<file path="src/rtl/arb4way16_pkg.sv">
// arb4way16_pkg: shared widths, requester indices, FSM states and round-robin pick
package arb4way16_pkg;
    localparam int WIDTH = 16;
    localparam int NREQ = 4;
    localparam int SEL_W = 2;
    localparam logic [SEL_W-1:0] REQ_A = 2'd0;
    localparam logic [SEL_W-1:0] REQ_B = 2'd1;
    localparam logic [SEL_W-1:0] REQ_C = 2'd2;
    localparam logic [SEL_W-1:0] REQ_D = 2'd3;
    typedef enum logic {
        ST_EMPTY = 1'b0,
        ST_FULL  = 1'b1
    } state_t;
    // Scanning from the far end lets the nearest asserted requester (from ptr) overwrite the result last.
    function automatic logic [SEL_W-1:0] rr_pick(input logic [NREQ-1:0] req, input logic [SEL_W-1:0] ptr);
        rr_pick = ptr;
        for (int k = NREQ - 1; k >= 0; k--)
            if (req[ptr + SEL_W'(k)]) rr_pick = ptr + SEL_W'(k);
    endfunction
endpackage

</file>
<file path="src/rtl/arb4way16_if.sv">
// arb4way16_if: requester-side and consumer-side signals of the arbiter
interface arb4way16_if;
    import arb4way16_pkg::*;
    logic [NREQ-1:0]  req;
    logic [NREQ-1:0]  ack;
    logic [WIDTH-1:0] a;
    logic [WIDTH-1:0] b;
    logic [WIDTH-1:0] c;
    logic [WIDTH-1:0] d;
    logic             out_valid;
    logic             out_ready;
    logic [WIDTH-1:0] out_data;
    logic [SEL_W-1:0] out_sel;
    modport master (input req, a, b, c, d, out_ready, output ack, out_valid, out_data, out_sel);
    modport slave (output req, a, b, c, d, out_ready, input ack, out_valid, out_data, out_sel);
endinterface

</file>
<file path="src/rtl/mux4way16.sv">
// mux4way16: 4-way 16-bit word selector
module mux4way16 import arb4way16_pkg::*; (
    input  logic [WIDTH-1:0] a,
    input  logic [WIDTH-1:0] b,
    input  logic [WIDTH-1:0] c,
    input  logic [WIDTH-1:0] d,
    input  logic [SEL_W-1:0] sel,
    output logic [WIDTH-1:0] out
);
    // pure select; every sel value is covered
    always_comb begin
        out = a;
        unique case (sel)
            REQ_A: out = a;
            REQ_B: out = b;
            REQ_C: out = c;
            REQ_D: out = d;
        endcase
    end
endmodule

</file>
<file path="src/rtl/arb4way16.sv">
// arb4way16: round-robin arbiter feeding a single-entry valid/ready output stage
module arb4way16 import arb4way16_pkg::*; (
    input  logic        clk,
    input  logic        rst,
    arb4way16_if.master bus
);
    state_t           state;
    logic [SEL_W-1:0] ptr;
    logic [SEL_W-1:0] gnt;
    logic [SEL_W-1:0] sel_q;
    logic [WIDTH-1:0] data_q;
    logic [WIDTH-1:0] mux_out;
    logic             load;

    mux4way16 u_mux (
        .a   (bus.a),
        .b   (bus.b),
        .c   (bus.c),
        .d   (bus.d),
        .sel (gnt),
        .out (mux_out)
    );

    // grant search and capture decision; data never feeds ack
    always_comb begin
        gnt  = rr_pick(bus.req, ptr);
        load = |bus.req && (state == ST_EMPTY || bus.out_ready);
    end

    assign bus.ack       = (load && !rst) ? NREQ'(1) << gnt : '0;
    assign bus.out_valid = state == ST_FULL;
    assign bus.out_data  = data_q;
    assign bus.out_sel   = sel_q;

    // output stage FSM: a load always (re)fills, an accept without load empties
    always_ff @(posedge clk or posedge rst) begin
        if (rst) begin
            state  <= ST_EMPTY;
            data_q <= '0;
            sel_q  <= '0;
            ptr    <= '0;
        end else if (load) begin
            state  <= ST_FULL;
            data_q <= mux_out;
            sel_q  <= gnt;
            ptr    <= gnt + 1'b1;
        end else if (state == ST_FULL && bus.out_ready) begin
            state  <= ST_EMPTY;
        end
    end
endmodule

</file>
<file path="src/flat_wrapper.sv">
// flat-port wrapper written by rule: the top's interface ports become plain ports
module arb4way16_flat import arb4way16_pkg::*;
  (clk, rst, bus_req, bus_a, bus_b, bus_c, bus_d, bus_out_ready, bus_ack, bus_out_valid, bus_out_data, bus_out_sel);
  arb4way16_if bus_i ();
  input  logic clk;
  input  logic rst;
  input wire logic [$bits(bus_i.req)-1:0] bus_req;
  input wire logic [$bits(bus_i.a)-1:0] bus_a;
  input wire logic [$bits(bus_i.b)-1:0] bus_b;
  input wire logic [$bits(bus_i.c)-1:0] bus_c;
  input wire logic [$bits(bus_i.d)-1:0] bus_d;
  input wire logic [$bits(bus_i.out_ready)-1:0] bus_out_ready;
  output wire logic [$bits(bus_i.ack)-1:0] bus_ack;
  output wire logic [$bits(bus_i.out_valid)-1:0] bus_out_valid;
  output wire logic [$bits(bus_i.out_data)-1:0] bus_out_data;
  output wire logic [$bits(bus_i.out_sel)-1:0] bus_out_sel;
  assign bus_i.req = bus_req;
  assign bus_i.a = bus_a;
  assign bus_i.b = bus_b;
  assign bus_i.c = bus_c;
  assign bus_i.d = bus_d;
  assign bus_i.out_ready = bus_out_ready;
  assign bus_ack = bus_i.ack;
  assign bus_out_valid = bus_i.out_valid;
  assign bus_out_data = bus_i.out_data;
  assign bus_out_sel = bus_i.out_sel;
  arb4way16 u_core (.clk(clk), .rst(rst), .bus(bus_i));
endmodule
</file>
<file path="config.mk">
export PLATFORM = sky130hd
export DESIGN_NAME = arb4way16_flat
export DESIGN_NICKNAME = d
export VERILOG_FILES = /design/src/rtl/arb4way16_pkg.sv /design/src/rtl/arb4way16_if.sv /design/src/rtl/mux4way16.sv /design/src/rtl/arb4way16.sv /design/src/flat_wrapper.sv
export SDC_FILE = /design/constraint.sdc
export NUM_CORES = 1
export LEC_CHECK = 0
export BUFFER_PORTS_ARGS = -buffer_cell sky130_fd_sc_hd__buf_2
export CAP_MARGIN = 20
export CORE_MARGIN = 3
export CORE_UTILIZATION = 25
export CTS_BUF_LIST = sky130_fd_sc_hd__clkbuf_4
export DETAILED_ROUTE_END_ITERATION = 8
export GPL_TIMING_DRIVEN = 0
export SYNTH_ARGS = -nofsm -noshare
export SYNTH_HDL_FRONTEND = slang
export SYNTH_SLANG_ARGS = --single-unit
</file>
<file path="constraint.sdc">
create_clock -name clk -period 5.9 [get_ports clk]
set_clock_uncertainty 0.05 [all_clocks]
set_input_delay 0.59 -clock clk [delete_from_list [all_inputs] [get_ports clk]]
set_output_delay 0.59 -clock clk [all_outputs]
set_load 0.02 [all_outputs]
</file>
# Word level (Yosys, flattened, before mapping)
# Cells that the tools add are included.
dict set report classes {
  addsub 4
  magnitude_cmp 4
  n_eq_ne 3
  shifts 1
  mux 16
  bitwise 1
  n_reduce_logical 8
}
# cell count
set op_table {}
lappend op_table {{one-hot mux 16 bit (4 select lines)} 1}
lappend op_table {{< comparator 2 x 3 -> 1 bit (second input constant)} 4}
lappend op_table {{binary-select mux 1 bit (select 2 bit)} 4}
lappend op_table {{two-way mux 2 bit} 4}
lappend op_table {{two-way mux 1 bit} 6}
lappend op_table {{adder 2 x 1 -> 2 bit (second input constant)} 2}
lappend op_table {{adder 2 bit (second input constant)} 2}
lappend op_table {{equality test 2 bit (second input constant)} 2}
lappend op_table {{two-way mux 4 bit} 1}
lappend op_table {{OR reduction 4 bit} 1}
lappend op_table {{left shift 1 x 2 -> 4 bit (first input constant)} 1}
lappend op_table {{logical AND 1 bit} 3}
lappend op_table {{equality test 2 x 1 -> 1 bit (second input constant)} 1}
lappend op_table {{logical NOT 2 bit} 1}
lappend op_table {{nonzero test 2 bit} 1}
lappend op_table {{logical NOT 1 bit} 1}
lappend op_table {{logical OR 1 bit} 1}
lappend op_table {{NOT 1 bit} 1}
dict set report word_totals {
  reg_bits 21
  in_bits 71
  output_inout_bits 23
  elab_cells 41
}

# Logic depth before layout (Yosys ltp)
# Gate-level depths: netlist of the first run.
dict set report logic_depth {
  ltp_word 9
  ltp_mapped 12
  depth_no_buf 9
}

# Hierarchy
# From an unflattened synthesis of the first run, not the netlist that was laid out.
dict set report hier_totals {
  hier_cells 104
  area_unflattened_um2 1451.4
}
# module instances cells_per_inst area_per_inst_um2 seq_area_each_um2
set by_module_without_submodules {}
lappend by_module_without_submodules {arb4way16 1 84 1027.2 525.5}
lappend by_module_without_submodules {mux4way16 1 20 424.2 0.0}

# Worst setup path before layout of the first run
# No wires, ideal clock.
dict set report synth_path {
  path_type {in2out}
  from {input port bus_req[0]}
  to {output port bus_ack[1]}
  t_arrival_ps 2248
  required_ps 5260
  path_slack_ps 3012
  stages 9
  n_path_buf 3
  cell_sequence {buf_2 -> a21oi_1 -> o22ai_1 -> o2bb2a_1 -> inv_1 -> ha_1 -> clkbuf_1 -> clkbuf_1 -> and3_1}
}
dict set report synth_via {
  elab_chain_len 8
  word_cells_on_any_way 17
  cone_classes {shift (1); mux (13); reduce/logical (3)}
}
# item line_no
set synth_rtl {}
lappend synth_rtl {{from (decl)} flat_wrapper.sv:7} ;# input wire logic [$bits(bus_i.req)-1:0] bus_req;
lappend synth_rtl {{binary-select mux 1 bit (select 2 bit)} arb4way16_pkg.sv:18} ;# if (req[ptr + SEL_W'(k)]) rr_pick = ptr + SEL_W'(k);
lappend synth_rtl {{two-way mux 1 bit (not written as such)} arb4way16_pkg.sv:18}
lappend synth_rtl {{two-way mux 2 bit (3 in series)} arb4way16_pkg.sv:18}
lappend synth_rtl {{two-way mux 2 bit (*)} arb4way16_pkg.sv:18}
lappend synth_rtl {{via u_core.gnt[1]} arb4way16.sv:9} ;# logic [SEL_W-1:0] gnt;
lappend synth_rtl {{left shift 1 x 2 -> 4 bit (*)} arb4way16.sv:30} ;# assign bus.ack = (load && !rst) ? NREQ'(1) << gnt : '0;
lappend synth_rtl {{two-way mux 4 bit (*)} arb4way16.sv:30}
lappend synth_rtl {{to (decl)} flat_wrapper.sv:13} ;# output wire logic [$bits(bus_i.ack)-1:0] bus_ack;
# Mark *: on every way through the listed nets, which the timed path passes. The rest lies on a longest branch. The select of a mux whose other input is x is not followed.

# Worst setup path in the final report of the first run
dict set report layout_path {
  from {register u_core.ptr[1]}
  to {output port bus_ack[1]}
}
dict set report layout_via {
  elab_chain_len 9
  word_cells_on_any_way 17
  cone_classes {add/sub (3); shift (1); mux (13)}
}
# item line_no
set layout_rtl {}
lappend layout_rtl {{from (decl)} arb4way16.sv:8} ;# logic [SEL_W-1:0] ptr;
lappend layout_rtl {{from (signal assigned)} arb4way16.sv:46} ;# ptr <= gnt + 1'b1;
lappend layout_rtl {{adder 2 bit} arb4way16_pkg.sv:18}
lappend layout_rtl {{binary-select mux 1 bit (select 2 bit)} arb4way16_pkg.sv:18}
lappend layout_rtl {{two-way mux 1 bit (not written as such)} arb4way16_pkg.sv:18}
lappend layout_rtl {{two-way mux 2 bit (3 in series)} arb4way16_pkg.sv:18}
lappend layout_rtl {{two-way mux 2 bit (*)} arb4way16_pkg.sv:18}
lappend layout_rtl {{via u_core.gnt[1]} arb4way16.sv:9}
lappend layout_rtl {{left shift 1 x 2 -> 4 bit (*)} arb4way16.sv:30}
lappend layout_rtl {{two-way mux 4 bit (*)} arb4way16.sv:30}
# Marks and branches as above.

==> metrics.txt, run 1 <==
status=complete, no violations; Cell Chain, Critical Path=nor3b_1 -> o22ai_1 -> o2bb2a_1 -> inv_1 -> ha_1 -> clkbuf_1 -> clkbuf_1 -> and3_1 -> buf_2; CTS H-tree depth=1; Worst path slowest cell=dfrtp_1; vias in the first global route=1804; Setup Buffers After CTS=0; DRT antenna net count=0; P_int=0.441 mW; Bufs on Longest Clock Path=2; largest area contributor in the netlist=dfrtp_1; GRT Overall Usage=15.1%; Num CTS Buffers=3; drt wl/cell=16.3 um; Post-Place Setup Slack=2520 ps; Power Density=383 nW/um^2; main area contributors after synthesis=dfrtp_1 (32%), o41ai_2 (10%), a221oi_1 (8.7%); Synth top area share=32.5%; Mapped Nets=251; most used cell, CP=clkbuf_1; residual DRC count=0; Post-synth EDFFs=0; Reg-to-Reg Start=u_core.ptr[1]; sequential-to-total area share from yosys stat=32.5%; IO Count=94; worst setup margin=2500 ps; worst hold slack=428 ps; worst slew margin relative to its limit=38.8%; TNS Setup=0 ps; crit share post-route=57.7%; Final Util=36.0%; largest net degree at the start of global routing=24; RePlAce Congestion=0.732; Switch Pwr=0.399 mW; Syn Inst Count=177; CTS hold repair buffers=0; Placeable Area=6100 um^2; Die ar.=7480 um^2; post_cts resized=0; Via Count=1744; final wirelength=5670 um; Gate power share=61.5%; Synth cell types=30; Reg2Reg Depth=10; CTS root buffer=clkbuf_4; grt ovf=0; minimum clock period=3400 ps; Row Count=28; critical path data arrival time=2760 ps; switching part of the total=47.5%; peak supply drop=0.120 mV; Clock Latency Late Sink=320 ps; final cell count without fillers=347; setup violation total in the final timing report=0; Initial Utilization=26.6%; Placed Cells=343; final net count=347; r2r setup slk=3110 ps; Syn. warnings=0; ys async rst share=100%; layout cell share with drive strength beyond 1=44.5%; Chip Width=86.5 um; Clock power frac=8.8%; DP HPWL=4310 um; Clock Sinks=21; Synth Register Bits=21; initial antenna violation count=0; Critical Path End Type=output pin; Max-Cap Viols=0; slowest stage delay, CP=460 ps; clk slew on worst S/H paths=140 ps; R2R Path End=u_core.bus.out_data[1]; fmax=294 MHz; Flop pwr share=29.6%; Die Y=86.5 um; CTS tree=built; Worst Hold Class=primary input to async pin; Worst Tran Pin Value=917 ps; max-slew violations=0; commonest register cell after synthesis=dfrtp_1; Worst Path Required=5260 ps; nature of the critical path startpoint=register; area grow syn2layout=35.6%; WS Path Type=register to output pin; Pleak=1.07 nW; RSZ-0062 raised after global routing=no; first-pass GRT wire length=9000 um; number of port buffers=91; Syn Area/Cell=9.15 um^2; DR iter-0 viols=77; Final Hold Vio Count=0; Post-Synthesis Cell Area=1620 um^2; Ant. Diodes=0; Via density=5.03; CP Max Fanout=10; drt pass-1 iters=4
## worst max path at each step
stage	startpoint	end	slack, ps	cells past startpoint
6_report	u_core.ptr[1]	bus_ack[1]	2500	9
5_1_grt	u_core.ptr[1]	bus_ack[1]	2190	9
4_1_cts	u_core.ptr[1]	bus_ack[1]	2460	9
3_5_place_dp	bus_req[0]	bus_ack[1]	2520	10
3_3_place_gp	bus_req[3]	bus_ack[1]	2560	9
2_1_floorplan	bus_req[0]	bus_ack[1]	3010	9
## per-layer routing
| layer | up-vias | track usage, % | part of all wire (%) |
|---|---|---|---|
| li1 | 867 | - | - |
| met1 | 793 | 20.2 | 45 |
| met2 | 80 | 25.3 | 46 |
| met3 | 4 | 3.14 | 8.7 |
| met4 | 0 | 2.83 | 0.56 |
| met5 | - | 0 | 0 |
## per-stage QoR
stage,power (mW),area (um^2)
after floorplan,0.603,1620
after global placement,0.767,2170
after detailed placement,0.775,2170
after CTS,0.852,2200
after global routing,0.910,2200
final,0.840,2200
## final cells by class
| class | instances | area, um^2 |
|---|---|---|
| clock buffer | 3 | 22.5 |
| inverter | 22 | 82.6 |
| multi-input combinational | 117 | 906 |
| fill | 682 | 3900 |
| sequential | 21 | 526 |
| buffer | 17 | 105 |
| clock inverter | 1 | 5.00 |
| timing repair buffer | 91 | 455 |
| tap | 75 | 93.8 |
## state kept, by name, summed over array words and instances, names as in the netlist
name,flops
u_core.bus.out_valid,1
u_core.bus.out_data,16
u_core.ptr,2
u_core.bus.out_sel,2
## cells in the mapped netlist (2+ instances only)
cell type and instances:
nor4_1 17, o41ai_1 6, o41ai_2 10, a21oi_1 22
nand2_1 3, buf_4 2, nor2b_1 18, clkbuf_1 8
a221oi_1 16, and3_1 2, buf_2 3, ha_1 3
mux2_2 2, inv_1 21, dfrtp_1 21, nand2b_1 2
o21ai_0 2, nor2_1 4, buf_6 4
## power by group through the flow
stage	combinational (mW)	sequential, mW	clock, mW
final	0.517	0.249	0.0742
after global placement	0.516	0.251	0
after floorplan	0.280	0.324	0
after global routing	0.566	0.256	0.0881
after CTS	0.525	0.249	0.0791
after detailed placement	0.524	0.251	0
## cell families after synthesis
kind of cell             Yosys count  synth area share [%]
buffers and inverters             39                  11.6
adder cells (fa/ha/maj)            3                  2.32
AO/OA/AOI/OAI                     61                  32.6
AND/OR/NAND/NOR                   51                  19.6
multiplexers                       2                  1.39
flip-flops                        21                  32.5
## layout by cell type (no fill, tap or decap), types with 4 or more instances in the layout
cell / instances
nor4_1: 17
o41ai_2: 10
buf_6: 4
o41ai_1: 6
buf_2: 94
nor2_1: 4
a221oi_1: 16
nor2b_1: 18
inv_1: 21
a21oi_1: 22
dfrtp_1: 21
clkbuf_1: 8
## critical path: cells and delay by family (launching register included)
family | cells | cell delay (ps)
flops | 1 | 460
buf+inv | 4 | 1030
simple gates | 2 | 400
compound gates | 2 | 400
fa+ha+maj | 1 | 140
Note: power is estimated with default switching activity, not from simulation.
==> run 2: changes to the inputs <==
==> constraint.sdc (replaced) <==
create_clock -name clk -period 2.84 [get_ports clk]
set_clock_uncertainty 0.05 [all_clocks]
set_input_delay 0.284 -clock clk [delete_from_list [all_inputs] [get_ports clk]]
set_output_delay 0.284 -clock clk [all_outputs]
set_load 0.02 [all_outputs]
==> metrics.txt, run 2 (synthesis gave the netlist of run 1 again) <==
Chip Width=86.5 um; Reg-to-Reg Start=u_core.ptr[1]; max-slew violations=0; Placeable Area=6100 um^2; GR peak layer=met2; CP Max Fanout=10; WS Path Type=register to output pin; critical path data arrival time=2360 ps; grt ovf=0; final net count=345; Via density=5.05; largest net degree at the start of global routing=24; Die ar.=7480 um^2; R2R Path End=u_core.bus.out_data[9]; DP HPWL=4310 um; Clock Sinks=21; Setup Buffers After CTS=0; drt wl/cell=16.7 um; CTS root buffer=clkbuf_4; minimum clock period=2700 ps; initial antenna violation count=0; number of port buffers=91; fmax=371 MHz; most frequent cells in the layout=buf_2 (95), a21oi_1 (22), inv_1 (21); Num CTS Buffers=3; CP startpoint=u_core.ptr[1]; crit share post-route=94.9%; CTS H-tree depth=1; most common cell after layout, fill and taps aside=buf_2; IO Count=94; residual DRC count=0; placed inst area=2170 um^2; grt met2 use=25.3%; RePlAce Congestion=0.732; Die Y=86.5 um; first-pass GRT wire length=8980 um; Worst Tran Pin Value=916 ps; setup violation total in the final timing report=0; max FFs per register=16; multi-input logic area=911 um^2; area grow syn2layout=35.9%; Worst Hold Class=primary input to async pin; met3 usage=3.14%; GRT Overall Usage=15.1%; r2r setup slk=230 ps; Ant. Diodes=0; Worst Path Required=2510 ps; worst slew margin relative to its limit=38.9%; DR iter-0 viols=55; critical path endpoint=bus_ack[1]; peak supply drop=0.266 mV; status=complete, no violations; layout cell share with drive strength beyond 1=46.7%; worst hold slack=122 ps; drt pass-1 iters=4; Critical Path End Type=output pin; Pleak=1.07 nW; Pwr Total=1.76 mW; Final Hold Vio Count=0; nature of the critical path startpoint=register; Row Count=28; register area=527 um^2; vias in the first global route=1802; DRT antenna net count=0; clk slew on worst S/H paths=140 ps; Reg2Reg Depth=10; RSZ-0062 raised after global routing=yes; CTS tree=built; Via Count=1742; Bufs on Longest Clock Path=2; met1 Resource Use GR=20.2%; Max-Cap Viols=0; final wirelength=5750 um; Fillers=681; final instance area=2200 um^2; Clock Latency Late Sink=310 ps; Power Density=802 nW/um^2; Initial Utilization=26.6%
==> run 2: changes by cell type in the layout (fill, tap and decap cells not counted) <==
cell / previous run / this run
dfrtp_1: 21 / 20
clkbuf_4: 3 / 4
buf_2: 94 / 95
clkbuf_1: 8 / 3
buf_1: 0 / 1
ha_1: 3 / 1
dfrtp_2: 0 / 1
ha_2: 0 / 2
==> run 2: repair_timing <==
item                       in CTS  in global routing
setup endpoints to repair       2                  5
hold buffers                    0                  0
resized for setup               3                  6
==> run 2: layout make-up <==
class,count,share of cell area [%]
flip-flops and latches,21,23.9
multi-input cells,117,41.4
clock buffers,3,1.02
plain buffers,15,4.66
inverters,22,3.75
repair buffers,91,20.7
well taps,75,4.27
clock inverters,1,0.228
==> run 2: routing by layer <==
metal / vias to the layer above / routed length [um]
met4: 0 / 32
met3: 4 / 486
met1: 796 / 2580
met2: 84 / 2650
li1: 858 / -
met5: - / 0
==> run 2: where the power goes <==
part / switching (mW) / internal, mW
clock: 0.103 / 0.0526
combinational: 0.647 / 0.443
sequential: 0.0847 / 0.435
total: 0.834 / 0.930
==> run 2: worst min-delay path by stage <==
stage / start / endpoint
2_1_floorplan: rst / u_core.bus.out_data[0]
3_3_place_gp: u_core.bus.out_data[2] / u_core.bus.out_data[2]
3_5_place_dp: u_core.bus.out_data[13] / u_core.bus.out_data[13]
4_1_cts: rst / u_core.bus.out_data[7]
5_1_grt: bus_d[7] / u_core.bus.out_data[7]
6_report: rst / u_core.bus.out_data[7]
==> run 2: worst max-delay path: stages, from the launching register on <==
cell and delay (ps):
dfrtp_2 460, nor3b_1 150, o22ai_1 150, o2bb2a_1 290, inv_1 110, ha_2 290, clkbuf_4 250, and3_1 170
buf_2 170
==> run 2: per-stage QoR <==
step           setup WS (ps)  setup TNS (ps)  cells  util (%)
5_1_grt                -20.9           -20.9    345      36.1
3_3_place_gp            81.8               0    343      35.6
2_1_floorplan            507               0    177         -
6_report                 145               0    345      36.1
4_1_cts                 25.4               0    345      36.0
3_5_place_dp            24.2               0    343      35.6
==> run 3: changes to the inputs <==
--- a/config.mk
+++ b/config.mk
@@ -12,6 +12,7 @@
 export CTS_BUF_LIST = sky130_fd_sc_hd__clkbuf_4
 export DETAILED_ROUTE_END_ITERATION = 8
 export GPL_TIMING_DRIVEN = 0
+export REMOVE_ABC_BUFFERS = 1
 export SYNTH_ARGS = -nofsm -noshare
 export SYNTH_HDL_FRONTEND = slang
 export SYNTH_SLANG_ARGS = --single-unit
==> metrics.txt, run 3 (synthesis gave the netlist of run 1 again) <==
Worst Tran Pin Value=907 ps; peak supply drop=0.261 mV; Die Y=86.5 um; setup violation total in the final timing report=0; worst slew margin relative to its limit=39.5%; DR iter-0 viols=64; Worst Path Required=2510 ps; r2r setup slk=400 ps; critical path data arrival time=2280 ps; max FFs per register=16; GRT Overall Usage=13.3%; Num CTS Buffers=3; Chip Width=86.5 um; Die ar.=7480 um^2; Power Density=799 nW/um^2; drt wl/cell=15.0 um; final wirelength=5050 um; area grow syn2layout=35.1%; largest net degree at the start of global routing=33; Pleak=1.07 nW; most common cell after layout, fill and taps aside=buf_2; Clock Latency Late Sink=300 ps; minimum clock period=2620 ps; clk slew on worst S/H paths=130 ps; crit share post-route=92.2%; RePlAce Congestion=0.748; CTS root buffer=clkbuf_4; CTS H-tree depth=1; Setup Buffers After CTS=0; DP HPWL=3800 um; Reg-to-Reg Start=u_core.ptr[1]; Via Count=1682; worst hold slack=126 ps; fmax=382 MHz; Worst Hold Class=primary input to async pin; grt ovf=0; status=complete, no violations; CP Buf/Inv Count=2; Pwr Total=1.75 mW; first-pass GRT wire length=7960 um; drt pass-1 iters=4; Reg2Reg Depth=10; slowest stage delay, CP=470 ps; vias in the first global route=1575; most frequent cells in the layout=buf_2 (93), a21oi_1 (22), inv_1 (21), dfrtp_1 (21); final instance area=2190 um^2; CP Max Fanout=17; Bufs on Longest Clock Path=2; Placeable Area=6100 um^2; Final Util=35.9%; Max-Cap Viols=0; R2R Path End=u_core.bus.out_data[9]; WS Path Type=register to output pin; layout cell share with drive strength beyond 1=46.7%; CTS tree=built; Cell Chain, Critical Path=nor3b_1 -> o22ai_1 -> o2bb2a_1 -> inv_1 -> ha_2 -> and3_1 -> buf_2; nature of the critical path startpoint=register; Clock Sinks=21; Critical Path End Type=output pin; Ant. Diodes=0; DRT antenna net count=0; max-slew violations=0; final cell count without fillers=336; initial antenna violation count=0; Final Hold Vio Count=0; Worst path slowest cell=dfrtp_1; Initial Utilization=26.6%; Row Count=28; final net count=336; Placed Cells=330; number of port buffers=93; IO Count=94; RSZ-0062 raised after global routing=no; Via density=5.01; Top delay family on crit path=flip-flops; residual DRC count=0; placed inst area=2120 um^2
## run 3: area by class of cell
| class | instances | area (um^2) |
|---|---|---|
| Tap cell | 75 | 93.8 |
| Clock buffer | 4 | 30.0 |
| Inverter | 22 | 82.6 |
| Timing Repair Buffer | 97 | 534 |
| Fill cell | 650 | 3910 |
| Multi-Input combinational cell | 117 | 921 |
| Sequential cell | 21 | 526 |
## run 3: power breakdown
group | leakage (nW) | switching, mW | total (mW) | internal (mW)
Clock | 0.0184 | 0.0974 | 0.162 | 0.0642
Sequential | 0.252 | 0.0832 | 0.516 | 0.433
Combinational | 0.795 | 0.620 | 1.07 | 0.450
Total | 1.06 | 0.800 | 1.75 | 0.947
## run 3: worst reg2reg max path, cell delays in order (launching register included)
cell	delay, ps
dfrtp_1	470
nor3b_1	170
o22ai_1	130
o2bb2a_1	280
inv_1	110
ha_2	350
buf_8	200
nor2b_1	230
nor4_1	70
a21oi_1	180
o41ai_2	90
## run 3: timing repair
item / in CTS / in global routing
pin swaps: 0 / 0
endpoints found under the setup margin: 1 / 8
hold buffers: 0 / 0
gates resized for setup: 1 / 3
## run 3: routing by layer
metal	vias up	global-route usage, %	share of wire [%]
li1	843	-	-
met1	780	18.2	43
met2	57	21.8	49
met3	2	2.66	7.0
met4	0	2.97	0.50
met5	-	0	0
## run 3: through the flow
step                worst slack (ps)  setup TNS [ps]
floorplan                        235               0
detailed placement              21.2               0
global placement                -559           -5870
global route                    31.4               0
CTS                            0.738               0
finish                           221               0
## run 3: how the worst max path moves through the flow
stage / from / to / slack (ps) / depth (start not counted)
floorplan: u_core.bus.out_valid / bus_ack[0] / 240 / 3
global placement: bus_out_ready / bus_ack[0] / -560 / 5
detailed placement: u_core.ptr[1] / u_core.bus.out_data[9] / 20 / 9
CTS: u_core.ptr[1] / bus_ack[2] / 0.7 / 6
global route: u_core.ptr[1] / bus_ack[1] / 30 / 7
finish: u_core.ptr[1] / bus_ack[1] / 220 / 7
